### config.mk
export PLATFORM = sky130hd
export DESIGN_NAME = mult_seq_flat
export DESIGN_NICKNAME = d
export VERILOG_FILES = /design/src/rtl/mult_seq_if.sv /design/src/rtl/mult_seq.sv /design/src/flat_wrapper.sv
export SDC_FILE = /design/constraint.sdc
export NUM_CORES = 1
export LEC_CHECK = 0
export ABC_AREA = 1
export BUFFER_PORTS_ARGS = -buffer_cell sky130_fd_sc_hd__buf_2
export CAP_MARGIN = 0
export CELL_PAD_IN_SITES_DETAIL_PLACEMENT = 1
export CELL_PAD_IN_SITES_GLOBAL_PLACEMENT = 1
export CORE_MARGIN = 1.5
export CORE_UTILIZATION = 43
export CTS_CLUSTER_DIAMETER = 150
export DETAILED_ROUTE_END_ITERATION = 6
export HOLD_SLACK_MARGIN = 0.12
export PLACE_DENSITY_LB_ADDON = 0.1
export SLEW_MARGIN = 10
export SYNTH_ARGS = -nofsm -noshare
export SYNTH_HDL_FRONTEND = slang
export SYNTH_SLANG_ARGS = --single-unit
export TNS_END_PERCENT = 1
### constraint.sdc
create_clock -name clk -period 2.5 [get_ports clk]
set_input_delay 0.125 -clock clk [delete_from_list [all_inputs] [get_ports clk]]
set_output_delay 0.125 -clock clk [all_outputs]
set_load 0.1 [all_outputs]
### src/rtl/mult_seq_if.sv
// Operand/product handshake bundle for the sequential signed multiplier.
// The master drives operands and out_ready. The slave is the multiplier, which returns
// in_ready, out_valid and the product.
interface mult_seq_if #(
    parameter int unsigned WIDTH = 8
);
    logic                      in_valid;
    logic                      in_ready;
    logic signed [WIDTH-1:0]   a;
    logic signed [WIDTH-1:0]   b;
    logic                      out_valid;
    logic                      out_ready;
    logic signed [2*WIDTH-1:0] product;

    modport master (
        output in_valid, a, b, out_ready,
        input  in_ready, out_valid, product
    );

    modport slave (
        input  in_valid, a, b, out_ready,
        output in_ready, out_valid, product
    );
endinterface

### src/rtl/mult_seq.sv
// Sequential signed multiplier. It uses radix-2 shift-add on operand magnitudes and adds
// one partial product per cycle.
// The sign is re-applied with a full-width two's complement negation, so a zero result
// stays +0.
// Optional macro MULT_EARLY_TERM_EN: CALC ends as soon as the remaining multiplier bits
// are all zero, and a final alignment shift then gives the correct product.
module mult_seq #(
    parameter int unsigned WIDTH = 8
) (
    input logic       clk,
    input logic       rst_n,
    mult_seq_if.slave bus
);
    localparam int unsigned PW = 2 * WIDTH;
    localparam int unsigned CW = (WIDTH > 1) ? $clog2(WIDTH) : 1;

    typedef enum logic [1:0] {StIdle, StCalc, StDone} state_e;

    state_e          state_q;
    logic [WIDTH-1:0] mcand_q;
    logic [WIDTH-1:0] mplier_q;
    logic [PW-1:0]    acc_q;
    logic [CW-1:0]    cnt_q;
    logic             sign_q;
    logic             in_ready_q;
    logic             out_valid_q;
    logic [PW-1:0]    product_q;

    logic [WIDTH-1:0] a_mag;
    logic [WIDTH-1:0] b_mag;
    logic [WIDTH:0]   upper_sum;
    logic [PW-1:0]    acc_step;
    logic [WIDTH-1:0] mplier_step;
    logic             last_step;
    logic [PW-1:0]    result_mag;
    logic [PW-1:0]    product_d;

    // Operand magnitudes; -(-2^(WIDTH-1)) wraps to 2^(WIDTH-1), which is still correct unsigned
    always_comb begin
        a_mag = bus.a[WIDTH-1] ? -bus.a : bus.a;
        b_mag = bus.b[WIDTH-1] ? -bus.b : bus.b;
    end

    // One shift-add step, with the carry out of the upper half shifted back in
    always_comb begin
        upper_sum   = {1'b0, acc_q[PW-1:WIDTH]} + (mplier_q[0] ? {1'b0, mcand_q} : '0);
        acc_step    = {upper_sum, acc_q[WIDTH-1:1]};
        mplier_step = mplier_q >> 1;
`ifdef MULT_EARLY_TERM_EN
        last_step   = (cnt_q == CW'(WIDTH - 1)) || (mplier_step == '0);
        // Apply the right shifts that the skipped steps would have performed
        result_mag  = acc_step >> (CW'(WIDTH - 1) - cnt_q);
`else
        last_step   = (cnt_q == CW'(WIDTH - 1));
        result_mag  = acc_step;
`endif
        product_d   = sign_q ? -result_mag : result_mag;
    end

    // Control FSM with registered handshake outputs and product
    always_ff @(posedge clk or negedge rst_n) begin
        if (!rst_n) begin
            state_q     <= StIdle;
            mcand_q     <= '0;
            mplier_q    <= '0;
            acc_q       <= '0;
            cnt_q       <= '0;
            sign_q      <= 1'b0;
            in_ready_q  <= 1'b1;
            out_valid_q <= 1'b0;
            product_q   <= '0;
        end else begin
            unique case (state_q)
                StIdle: begin
                    if (bus.in_valid && in_ready_q) begin
                        mcand_q    <= a_mag;
                        mplier_q   <= b_mag;
                        sign_q     <= bus.a[WIDTH-1] ^ bus.b[WIDTH-1];
                        acc_q      <= '0;
                        cnt_q      <= '0;
                        in_ready_q <= 1'b0;
                        state_q    <= StCalc;
                    end
                end
                StCalc: begin
                    acc_q    <= acc_step;
                    mplier_q <= mplier_step;
                    cnt_q    <= cnt_q + CW'(1);
                    if (last_step) begin
                        product_q   <= product_d;
                        out_valid_q <= 1'b1;
                        state_q     <= StDone;
                    end
                end
                StDone: begin
                    if (bus.out_ready) begin
                        out_valid_q <= 1'b0;
                        in_ready_q  <= 1'b1;
                        state_q     <= StIdle;
                    end
                end
                default: state_q <= StIdle;
            endcase
        end
    end

    assign bus.in_ready  = in_ready_q;
    assign bus.out_valid = out_valid_q;
    assign bus.product   = product_q;
endmodule

### src/flat_wrapper.sv
// flat-port wrapper written by rule: the top's interface ports become plain ports
module mult_seq_flat 
#(
    parameter int unsigned WIDTH = 8
)
  (clk, rst_n, bus_in_valid, bus_a, bus_b, bus_out_ready, bus_in_ready, bus_out_valid, bus_product);
  mult_seq_if #(.WIDTH(WIDTH)) bus_i ();
  input logic clk;
  input logic rst_n;
  input wire logic [$bits(bus_i.in_valid)-1:0] bus_in_valid;
  input wire logic [$bits(bus_i.a)-1:0] bus_a;
  input wire logic [$bits(bus_i.b)-1:0] bus_b;
  input wire logic [$bits(bus_i.out_ready)-1:0] bus_out_ready;
  output wire logic [$bits(bus_i.in_ready)-1:0] bus_in_ready;
  output wire logic [$bits(bus_i.out_valid)-1:0] bus_out_valid;
  output wire logic [$bits(bus_i.product)-1:0] bus_product;
  assign bus_i.in_valid = bus_in_valid;
  assign bus_i.a = bus_a;
  assign bus_i.b = bus_b;
  assign bus_i.out_ready = bus_out_ready;
  assign bus_in_ready = bus_i.in_ready;
  assign bus_out_valid = bus_i.out_valid;
  assign bus_product = bus_i.product;
  mult_seq #(.WIDTH(WIDTH)) u_core (.clk(clk), .rst_n(rst_n), .bus(bus_i));
endmodule
* Word level (Yosys, flattened, before mapping)
Cells that the tools add are included.
** Word-level totals
- Output and inout port bits :: 18
- Flip-flop bits (word level) :: 56
- Word-level logic and storage cells :: 52
- Input bits :: 20
** Operators by class
- Mux-type cells :: 20
- Reduce and logical (&&, ||, !) cells :: 11
- Eq/ne operators :: 6
- $add $sub $neg :: 5
- Bitwise operators :: 1
** Operator list (number)
- $mux W16 :: 2
- $mux W8 :: 4
- $pmux W16 S2 :: 1
- $neg A16 Y16 :: 1
- $neg A8 Y8 :: 2
- $pmux W8 S2 :: 1
- $add A8 B9 Y9 :: 1
- $reduce_and A3 Y1 :: 3
- $mux W2 :: 3
- $pmux W2 S3 :: 1
- $pmux W3 S2 :: 1
- $reduce_and A2 Y1 :: 3
- $reduce_bool A2 Y1 :: 3
- $mux W1 :: 4
- $ne A2 B1 Y1 const B :: 2
- $pmux W1 S2 :: 2
- $add A3 B1 Y3 const B :: 1
- $eq A3 B3 Y1 const B :: 1
- $mux W3 :: 1
- $eq A2 B1 Y1 const B :: 1
- $eq A2 B2 Y1 const B :: 1
- $logic_not A2 Y1 :: 1
- $ne A2 B2 Y1 const B :: 1
- $logic_and A1 B1 Y1 :: 1
- $xor A1 B1 Y1 :: 1

* Logic depth before layout (Yosys ltp)
Gate-level depths: netlist of the first run.
- Depth in word-level cells :: 4
- Depth in mapped cells :: 18
- Gate-level depth less buffers :: 17

* Worst setup path after synthesis of the first run
OpenSTA, ideal clock, no wires.
- Path type :: reg2reg
- Start :: register u_core.mplier_q[0]
- End :: register u_core.product_q[14], in the netlist u_core.bus.product[14]
- Required time :: 2.380 ns
- Path buffers :: 1
- Library setup time :: 0.120 ns
- Clock period less this slack :: 2.222 ns
- Data arrival time :: 2.102 ns
- Stages on the path, launching flop included :: 14
- Setup slack :: 0.278 ns
- Cell sequence :: dfrtp_1 > clkbuf_1 > nand2_1 > inv_1 > ha_1 > fa_1 > nor2_1 > nand2_4 > nor3_4 > nand3_2 > nand2_2 > nand3_1 > nand3_1 > nand2_1
** On the way
- Longest elaborated chain between the ends :: 4
** Ends and longest elaborated chain
- start: declaration :: RTL line mult_seq.sv:21 : logic [WIDTH-1:0] mplier_q;
- start signal: assignment :: RTL line mult_seq.sv:77 : mplier_q <= b_mag;
- start signal: assignment :: RTL line mult_seq.sv:87 : mplier_q <= mplier_step;
- $mux W8 (*) :: RTL line mult_seq.sv:46 : upper_sum = {1'b0, acc_q[PW-1:WIDTH]} + (mplier_q[0] ? {1'b0, mcand_q} : '0);
- $add A8 B9 Y9 (*) :: RTL line mult_seq.sv:46
- $neg A16 Y16 :: RTL line mult_seq.sv:57 : product_d = sign_q ? -result_mag : result_mag;
- $mux W16 (*) :: RTL line mult_seq.sv:57
- end signal: assignment :: RTL line mult_seq.sv:90 : product_q <= product_d;
- end: declaration :: RTL line mult_seq.sv:27 : logic [PW-1:0] product_q;
Every way passes the cells marked *; elsewhere a longest branch is shown, timed or not.
A chain may end at the register's enable or synchronous reset.

* Final worst setup path of the first run
Ends and elaborated chain as after synthesis.

==> impl_metrics.toml, run 1 <==
[route]
drc = 0
finalWirelength_mm = 6.86
dr.first_iter.drc_count = 70
detailed_route_vias_per_instance = 4.93
dr.pass1.iters = 4
drt-wirelength-per-cell_um = 12.8
drt.antenna.violating_nets = 0
dr_total_vias = 2642

[global_route]
grt_antenna_before_repair = 0
grt_pass1_vias = 2592
groute.usage.overall_pct = 19.3
grt_max_degree = 32
wire_length_of_the_first_global_routing_pass_mm = 11.9
global_route.overflow_total = 0

[sta]
worst-slew-pin-transition_ns = 0.501
period_minus_slack_ns = 2.28
timing.final.max_slew_violations = 0
grt_setup_unrepaired = "no"
max_freq_ghz = 0.439
final_min_period_over_clock_period_pct = 91.1
setup_total_negative_slack_ns = 0
finalHoldViolCount = 0
count_of_final_setup_violators = 0
slew_headroom_pct = 66.5
clock_skew_ns = 0.0104

[finish]
design.final.nets = 470
area_growth_pct = 13.8
layout.cell_area.non_filler_sq_mm = 0.00362
final_cells = 536
utilization_pct = 50.1
insertedDiodeCount = 0
drive_gt1_share_pct = 18.8

[clock_network]
clockBufferDepth = 2
deepest_level_of_the_cts_h_tree = 2
clk_latency_ns = 0.31
cts_tree = "yes"
cts.root.buffer_cell = "sky130_fd_sc_hd__clkbuf_8"
cts-buffers-inserted = 5
clock_sinks = 55
clkSlewWorstSetupHoldPaths_ns = 0.09

[critical_path]
ff2ff_path_depth = 12
timing.critical_path.arrival_ns = 2.48
worstPathMaxFanout = 9
r2r-start = "u_core.mplier_q[0]"
cp_data_required_time_ns = 2.70
reg2reg_setup_slack_ns = 0.22
critical_path.startpoint = "u_core.mplier_q[0]"
rr_endpoint = "u_core.bus.product[14]"
endpoint_kind = "register"
endpoint = "u_core.bus.product[14]"
start_kind = "register"
critPathKind = "register to register"

[logic_synthesis]
mappedNetlistArea_sq_mm = 0.00318
net_count_of_the_mapped_netlist = 426
synth.ff_latch_count = 55
syn_area_per_cell_sq_um = 8.11
synth_sequential_area_ratio_pct = 43.3
syn-instance-count = 392
synth_cell_type_count = 38
synth_warnings = 0

[placement]
placed_instance_area_sq_mm = 0.00345
port-buffer-count = 37
gp_congestion = 0.801
place.detailed.hpwl_mm = 5.35
dpl.cell_count = 521

[worst_hold_path]
whs_path_depth = 3
path_class_of_the_lowest_slack_min_delay_path = "primary input to register"

[die]
placeableCoreArea_sq_mm = 0.00721
rows = 31
io_pins = 38
starting_density_pct = 44.1
floorplan.die_area_sq_mm = 0.00792
die_ht_um = 89.0
horizontal_die_dimension_um = 89.0

[flow_run]
drv_cap = 0

[status]
run_status = "finished, final reports clean"

[power_and_ir_drop]
power.leakage_nw = 1.95
power.density_mw_per_mm2 = 405
ir_drop_mv = 0.239
report.power.total_mw = 1.46
-- layout make-up --
cell class | instances | area (sq um)
inverters | 51 | 191
well taps | 99 | 124
fillers | 935 | 3600
multi-input cells | 277 | 1560
clock inverters | 2 | 17.5
flip-flops and latches | 55 | 1380
repair buffers | 46 | 270
clock buffers | 6 | 72.6
-- metrics by stage --
| step | setup WS [ns] | hold slack (ns) |
|---|---|---|
| 5_1_grt | 0.0340 | 0.142 |
| 2_1_floorplan | 0.278 | -0.171 |
| 3_3_place_gp | 0.225 | 0.0940 |
| 3_5_place_dp | 0.142 | 0.0901 |
| 4_1_cts | 0.129 | 0.122 |
| 6_report | 0.222 | 0.130 |
-- routing by layer --
layer	share of wire [%]	track usage, %
met1	49	25.3
met2	47	33.5
met3	2.5	3.05
met4	1.2	4.62
met5	0	0
-- worst min path at each step --
stage,startpoint,endpoint,slack [ns]
2_1_floorplan,rst_n,u_core.acc_q[10],-0.17
3_3_place_gp,rst_n,u_core.bus.product[0],0.09
3_5_place_dp,rst_n,u_core.bus.product[0],0.09
4_1_cts,bus_b[6],u_core.mplier_q[7],0.12
5_1_grt,bus_b[6],u_core.mplier_q[7],0.14
6_report,bus_a[7],u_core.mcand_q[1],0.13
-- worst max-delay path, stage by stage, from the launching register on --
cell and delay (ns):
sky130_fd_sc_hd__dfrtp_2 0.47, sky130_fd_sc_hd__nand2_1 0.07, sky130_fd_sc_hd__inv_1 0.04, sky130_fd_sc_hd__ha_1 0.21, sky130_fd_sc_hd__fa_1 0.47, sky130_fd_sc_hd__nor2_2 0.19
sky130_fd_sc_hd__nand2_4 0.08, sky130_fd_sc_hd__nor3_4 0.21, sky130_fd_sc_hd__nand3_2 0.11, sky130_fd_sc_hd__nand2_2 0.09, sky130_fd_sc_hd__nand3_1 0.09, sky130_fd_sc_hd__nand3_1 0.09
sky130_fd_sc_hd__nand2_1 0.05
-- sequential cells by signal, summed over array words and instances, names as in the netlist --
name,flops
u_core.cnt_q,3
u_core.mplier_q,8
u_core.acc_q,15
u_core.sign_q,1
u_core.mcand_q,8
u_core.bus.in_ready,1
u_core.state_q,2
u_core.bus.out_valid,1
u_core.bus.product,16
-- report_power, final --
group          switching [mW]  total, mW  internal (mW)
logic                  0.0483     0.0815         0.0332
clock network           0.291      0.494          0.204
registers                   0      0.889          0.889
total                   0.339       1.46           1.13
-- cell families after synthesis --
| group | Yosys count | share of synthesized area [%] |
|---|---|---|
| AOI/OAI and AO/OA | 66 | 12.3 |
| xor gates and xnor gates | 16 | 4.41 |
| adders and majority gates | 14 | 5.75 |
| buffers and inverters | 60 | 7.60 |
| DFF | 55 | 43.3 |
| and+or+nand+nor | 181 | 26.6 |
-- Yosys cell counts, drive strengths merged --
library cell    n  area, sq um
nor3            7         57.6
dfrtp          54         1350
dfstp           1         26.3
o31ai           5         37.5
buf             6         38.8
a22o            2         17.5
ha             13          163
clkinv          1         3.75
o21a            1         7.51
nand2         122          508
inv            50          188
o221ai          3         26.3
nor4            2         12.5
clkbuf          3         11.3
o22ai           7         43.8
a21oi           6         30.0
nand4           3         18.8
or2             1         8.76
xor2           13          114
nand3b          3         22.5
xnor2           3         26.3
a31oi           4         25.0
o21ai          34          170
o211ai          2         15.0
nand3          18          100
o311ai          1         8.76
nor2           25          119
o41ai           1         8.76
fa              1         20.0
-- placed cells by master (no fill, tap or decap), types with 4 or more instances in the layout --
cell                              n
sky130_fd_sc_hd__a21oi_1          6
sky130_fd_sc_hd__buf_2           37
sky130_fd_sc_hd__nand3_1         16
sky130_fd_sc_hd__ha_1            13
sky130_fd_sc_hd__nor2_1          20
sky130_fd_sc_hd__clkbuf_8         5
sky130_fd_sc_hd__nand2_2         14
sky130_fd_sc_hd__o22ai_1          7
sky130_fd_sc_hd__xor2_1          13
sky130_fd_sc_hd__o21ai_0         34
sky130_fd_sc_hd__inv_2            8
sky130_fd_sc_hd__dfrtp_1         53
sky130_fd_sc_hd__nand2_1        106
sky130_fd_sc_hd__nor3_1           5
sky130_fd_sc_hd__a31oi_1          4
sky130_fd_sc_hd__o31ai_1          5
sky130_fd_sc_hd__inv_1           42
sky130_fd_sc_hd__dlygate4sd3_1    7
-- repair_timing --
action	in CTS	in global routing
setup endpoints to repair	0	2
gates resized for setup	0	2
setup buffers	0	0
hold buffers	7	0
hold endpoints to repair	24	0
Power figures use the tool's default switching activity.
==> run 2: changes to the inputs <==
- CELL_PAD_IN_SITES_DETAIL_PLACEMENT: 1 -> 0
- GPL_TIMING_DRIVEN: unset -> 0
==> impl_metrics.toml, run 2 (same netlist as run 1, synthesis figures left out) <==
[critical_path]
worst_path_largest_cell_delay_ns = 0.43
critPathKind = "register to register"
cp_cell_sequence = "nand2_1 -> inv_1 -> ha_1 -> fa_1 -> nand2_2 -> nand2_2 -> nand2_2 -> nand2_2 -> nand2_2 -> inv_2 -> nor2_4 -> nand2_2 -> nand2_2 -> nand3_1 -> nand3_1 -> nand2_1"
start_kind = "register"
endpoint_kind = "register"
timing.critical_path.arrival_ns = 2.44
cp_data_required_time_ns = 2.72
reg2reg_setup_slack_ns = 0.28
ff2ff_path_depth = 16
worstPathMaxFanout = 4
timing.critical_path.slowest_stage_cell = "sky130_fd_sc_hd__dfrtp_2"
crit_top_cell = "sky130_fd_sc_hd__nand2_2"
r2r-start = "u_core.mplier_q[0]"
rr_endpoint = "u_core.bus.product[15]"

[finish]
largest_reg_flops = 16
mostFrequentLayoutCell = "sky130_fd_sc_hd__nand2_1"
n_fill_cell = 740
drive_gt1_share_pct = 19.6
regArea_sq_mm = 0.00138
insertedDiodeCount = 0
multiInputGateArea_sq_mm = 0.00156
most_used_cells_in_the_layout_excluding_fill_and_tap_cells = "106 x sky130_fd_sc_hd__nand2_1, 53 x sky130_fd_sc_hd__dfrtp_1, 42 x sky130_fd_sc_hd__inv_1"
design.final.nets = 481
layout.cell_area.non_filler_sq_mm = 0.00370
area_growth_pct = 16.4

[route]
dr.first_iter.drc_count = 144
drc = 0
dr_total_vias = 2624
finalWirelength_mm = 6.52
drt-wirelength-per-cell_um = 11.9
detailed_route_vias_per_instance = 4.80
dr.pass1.iters = 4
drt.antenna.violating_nets = 0

[sta]
max_freq_ghz = 0.450
final_min_period_over_clock_period_pct = 88.8
timing.final.max_slew_violations = 0
worst-slew-pin-transition_ns = 0.694
count_of_final_setup_violators = 0
finalHoldViolCount = 0
slew_headroom_pct = 53.8
setup_total_negative_slack_ns = 0
clock_skew_ns = 0.00667
grt_setup_unrepaired = "no"
period_minus_slack_ns = 2.22

[clock_network]
deepest_level_of_the_cts_h_tree = 2
clkSlewWorstSetupHoldPaths_ns = 0.11
cts-buffers-inserted = 5
clk_latency_ns = 0.32
clockBufferDepth = 2
clock_sinks = 55
cts_tree = "yes"
cts.root.buffer_cell = "sky130_fd_sc_hd__clkbuf_8"

[global_route]
wire_length_of_the_first_global_routing_pass_mm = 11.2
grt_max_degree = 56
grt_pass1_vias = 2416
global_route.overflow_total = 0
grt_antenna_before_repair = 0
groute.usage.overall_pct = 18.4

[die]
placeableCoreArea_sq_mm = 0.00721
horizontal_die_dimension_um = 89.0
floorplan.die_area_sq_mm = 0.00792
io_pins = 38
starting_density_pct = 44.1
rows = 31
die_ht_um = 89.0

[placement]
placed_instance_area_sq_mm = 0.00349
place.detailed.hpwl_mm = 4.88
gp_congestion = 0.819
port-buffer-count = 37

[worst_hold_path]
hp-start = "bus_b[0]"
whs_path_depth = 3
path_class_of_the_lowest_slack_min_delay_path = "primary input to register"
min_to = "u_core.mplier_q[0]"

[flow_run]
drv_cap = 0

[status]
run_status = "finished, final reports clean"

[power_and_ir_drop]
power.density_mw_per_mm2 = 403
report.power.total_mw = 1.49
ir_drop_mv = 0.205
power.leakage_nw = 1.99
## run 2: cell types whose count changed in the layout (fill, tap and decap cells not counted), sizes merged
cell         previous run  this run
clkbuf                  6         7
dlygate4sd3             7        11
clkinvlp                0         1
buf                    39        44
## run 2: through the flow
| stage | utilization (%) | setup WS (ns) | instances | hold WS, ns |
|---|---|---|---|---|
| 6_report | 51.3 | 0.280 | 547 | 0.126 |
| 5_1_grt | 51.3 | 0.0521 | 547 | 0.143 |
| 4_1_cts | 51.2 | 0.00572 | 547 | 0.123 |
| 3_5_place_dp | 48.4 | 0.0273 | 528 | 0.357 |
| 3_3_place_gp | 48.4 | 0.0483 | 528 | 0.333 |
| 2_1_floorplan | - | 0.278 | 392 | -0.171 |
## run 2: what timing repair did
| item | CTS | global route |
|---|---|---|
| setup buffers | 0 | 1 |
| resized for setup | 0 | 2 |
| endpoints found under the hold margin | 51 | 0 |
| hold buffers | 11 | 0 |
| setup endpoints to repair | 0 | 7 |
## run 2: area by class of cell
type	instances	share of cell area [%]
multi-input combinational	277	42.2
sequential	55	37.3
timing repair buffer	49	8.25
inverter	51	5.17
tap	99	3.35
clock buffer	5	1.86
buffer	8	1.25
clock inverter	3	0.642
## run 2: how the worst max path moves through the flow
stage                       start  cells after the start                endpoint
2_1_floorplan  u_core.mplier_q[0]                     13  u_core.bus.product[14]
3_3_place_gp   u_core.mplier_q[0]                     13  u_core.bus.product[14]
3_5_place_dp   u_core.mplier_q[0]                     13  u_core.bus.product[14]
4_1_cts        u_core.mplier_q[0]                     13  u_core.bus.product[14]
5_1_grt        u_core.mplier_q[0]                     14  u_core.bus.product[14]
6_report       u_core.mplier_q[0]                     16  u_core.bus.product[15]
## run 2: power by group
part | switching [mW] | leakage [nW] | internal (mW)
Sequential | 0 | 0.629 | 0.889
Combinational | 0.0475 | 1.32 | 0.0337
Clock | 0.318 | 0.0461 | 0.203
## run 2: critical path: cells and delay by family (launching register included)
kind,cells,cell delay (ns)
adders and majority gates,2,0.63
buffers and inverters,2,0.10
and+or+nand+nor,12,0.96
DFF,1,0.43
## run 2: routing by layer
| metal | GRT usage (%) | part of all wire (%) |
|---|---|---|
| met5 | 0 | 0 |
| met4 | 5.03 | 1.3 |
| met3 | 3.05 | 2.6 |
| met2 | 30.6 | 45 |
| met1 | 24.9 | 51 |
==> run 3: changes to the inputs <==
- CORE_MARGIN: 1.5 -> 8
==> impl_metrics.toml, run 3 (same netlist as run 1, synthesis figures left out) <==
[flow_run]
drv_cap = 0

[global_route]
groute.usage.overall_pct = 14.1
grt_pass1_vias = 2622
global_route.overflow_total = 0
grt_antenna_before_repair = 0
wire_length_of_the_first_global_routing_pass_mm = 12.0
grt_max_degree = 56

[critical_path]
cp_data_required_time_ns = 2.71
timing.critical_path.arrival_ns = 2.47
worstPathMaxFanout = 4
start_kind = "register"
critPathKind = "register to register"
endpoint_kind = "register"

[route]
dr.first_iter.drc_count = 82
detailed_route_vias_per_instance = 4.68
finalWirelength_mm = 6.69
drt-wirelength-per-cell_um = 12.3
dr.pass1.iters = 4
dr_total_vias = 2550
drc = 0
drt.antenna.violating_nets = 0

[sta]
grt_setup_unrepaired = "no"
final_min_period_over_clock_period_pct = 90.5
period_minus_slack_ns = 2.26
timing.final.max_slew_violations = 0
finalHoldViolCount = 0
count_of_final_setup_violators = 0
slew_headroom_pct = 53.7
max_freq_ghz = 0.442
timing.hold.ws_ns = 0.127
worst-slew-pin-transition_ns = 0.695
clock_skew_ns = 0.0123
setup_total_negative_slack_ns = 0
post-route-worst-setup-slack_ns = 0.237

[die]
rows = 31
floorplan.die_area_sq_mm = 0.0104
io_pins = 38
placeableCoreArea_sq_mm = 0.00721
die_ht_um = 102
horizontal_die_dimension_um = 102
starting_density_pct = 44.1

[power_and_ir_drop]
power.density_mw_per_mm2 = 453
report.power.total_mw = 1.69
power.leakage_nw = 2.00
ir_drop_mv = 0.242

[finish]
largest_reg_flops = 16
insertedDiodeCount = 0
mostFrequentLayoutCell = "sky130_fd_sc_hd__nand2_1"
drive_gt1_share_pct = 19.7
utilization_pct = 51.6
most_used_cells_in_the_layout_excluding_fill_and_tap_cells = "106 x sky130_fd_sc_hd__nand2_1, 53 x sky130_fd_sc_hd__dfrtp_1, 42 x sky130_fd_sc_hd__inv_1"
design.final.nets = 479
area_growth_pct = 17.1

[clock_network]
clock_sinks = 55
cts.root.buffer_cell = "sky130_fd_sc_hd__clkbuf_8"
clk_latency_ns = 0.31
cts-buffers-inserted = 5
clockBufferDepth = 2
clkSlewWorstSetupHoldPaths_ns = 0.10
cts_tree = "yes"
deepest_level_of_the_cts_h_tree = 2

[placement]
place.detailed.hpwl_mm = 5.13
gp_congestion = 0.822
placement_setup_slack_ns = 0.00747
port-buffer-count = 37

[status]
run_status = "finished, final reports clean"

[worst_hold_path]
path_class_of_the_lowest_slack_min_delay_path = "primary input to register"
-- run 3: what timing repair did --
item / in CTS / in global routing
hold buffers: 8 / 0
endpoints found under the hold margin: 24 / 0
setup buffers: 0 / 2
resized for setup: 0 / 1
setup endpoints to repair: 2 / 4
-- run 3: per-layer routing --
metal  track usage (%)  part of all wire, %  vias up
met3              1.98                  4.2        6
met1              18.4                   50     1115
met2              23.5                   45       45
met5                 0                    0        -
met4              4.40                  1.2        0
li1                  -                    -     1384
-- run 3: final cells by class --
class,instances,area [sq um]
fill,752,3490
timing repair buffer,47,283
clock inverter,3,71.3
buffer,8,46.3
sequential,55,1380
tap,99,124
inverter,51,191
clock buffer,5,68.8
multi-input combinational,277,1560
-- run 3: worst max-delay path: stages, from the launching register on --
cell,delay (ns)
sky130_fd_sc_hd__dfrtp_2,0.44
sky130_fd_sc_hd__nand2_1,0.07
sky130_fd_sc_hd__inv_1,0.04
sky130_fd_sc_hd__ha_1,0.21
sky130_fd_sc_hd__fa_1,0.46
sky130_fd_sc_hd__nor2_1,0.23
sky130_fd_sc_hd__nand2_4,0.09
sky130_fd_sc_hd__nor3_4,0.23
sky130_fd_sc_hd__nand3_2,0.11
sky130_fd_sc_hd__nand2_2,0.09
sky130_fd_sc_hd__nand3_1,0.07
sky130_fd_sc_hd__nand3_1,0.08
sky130_fd_sc_hd__nand2_1,0.05
-- run 3: power breakdown --
group	internal (mW)	switching, mW
registers	0.889	0
logic	0.0316	0.0469
clock network	0.407	0.314
-- run 3: through the flow --
stage | area [sq um] | instances
2_1_floorplan | 3180 | 392
3_3_place_gp | 3490 | 528
3_5_place_dp | 3490 | 528
4_1_cts | 3700 | 543
5_1_grt | 3720 | 545
6_report | 3720 | 545
-- run 3: final timing paths --
kind	start	end	slack (ns)	depth (start not counted)
min in group asynchronous	rst_n	u_core.bus.product[2]	0.40	2
worst max-delay path	u_core.mplier_q[0]	u_core.bus.product[14]	0.24	12
worst min register to register	u_core.bus.product[13]	u_core.bus.product[13]	0.48	2
worst min-delay path	bus_b[6]	u_core.mplier_q[7]	0.13	4
worst max register to register	u_core.mplier_q[0]	u_core.bus.product[14]	0.24	12
max in group asynchronous	rst_n	u_core.mplier_q[0]	1.60	2
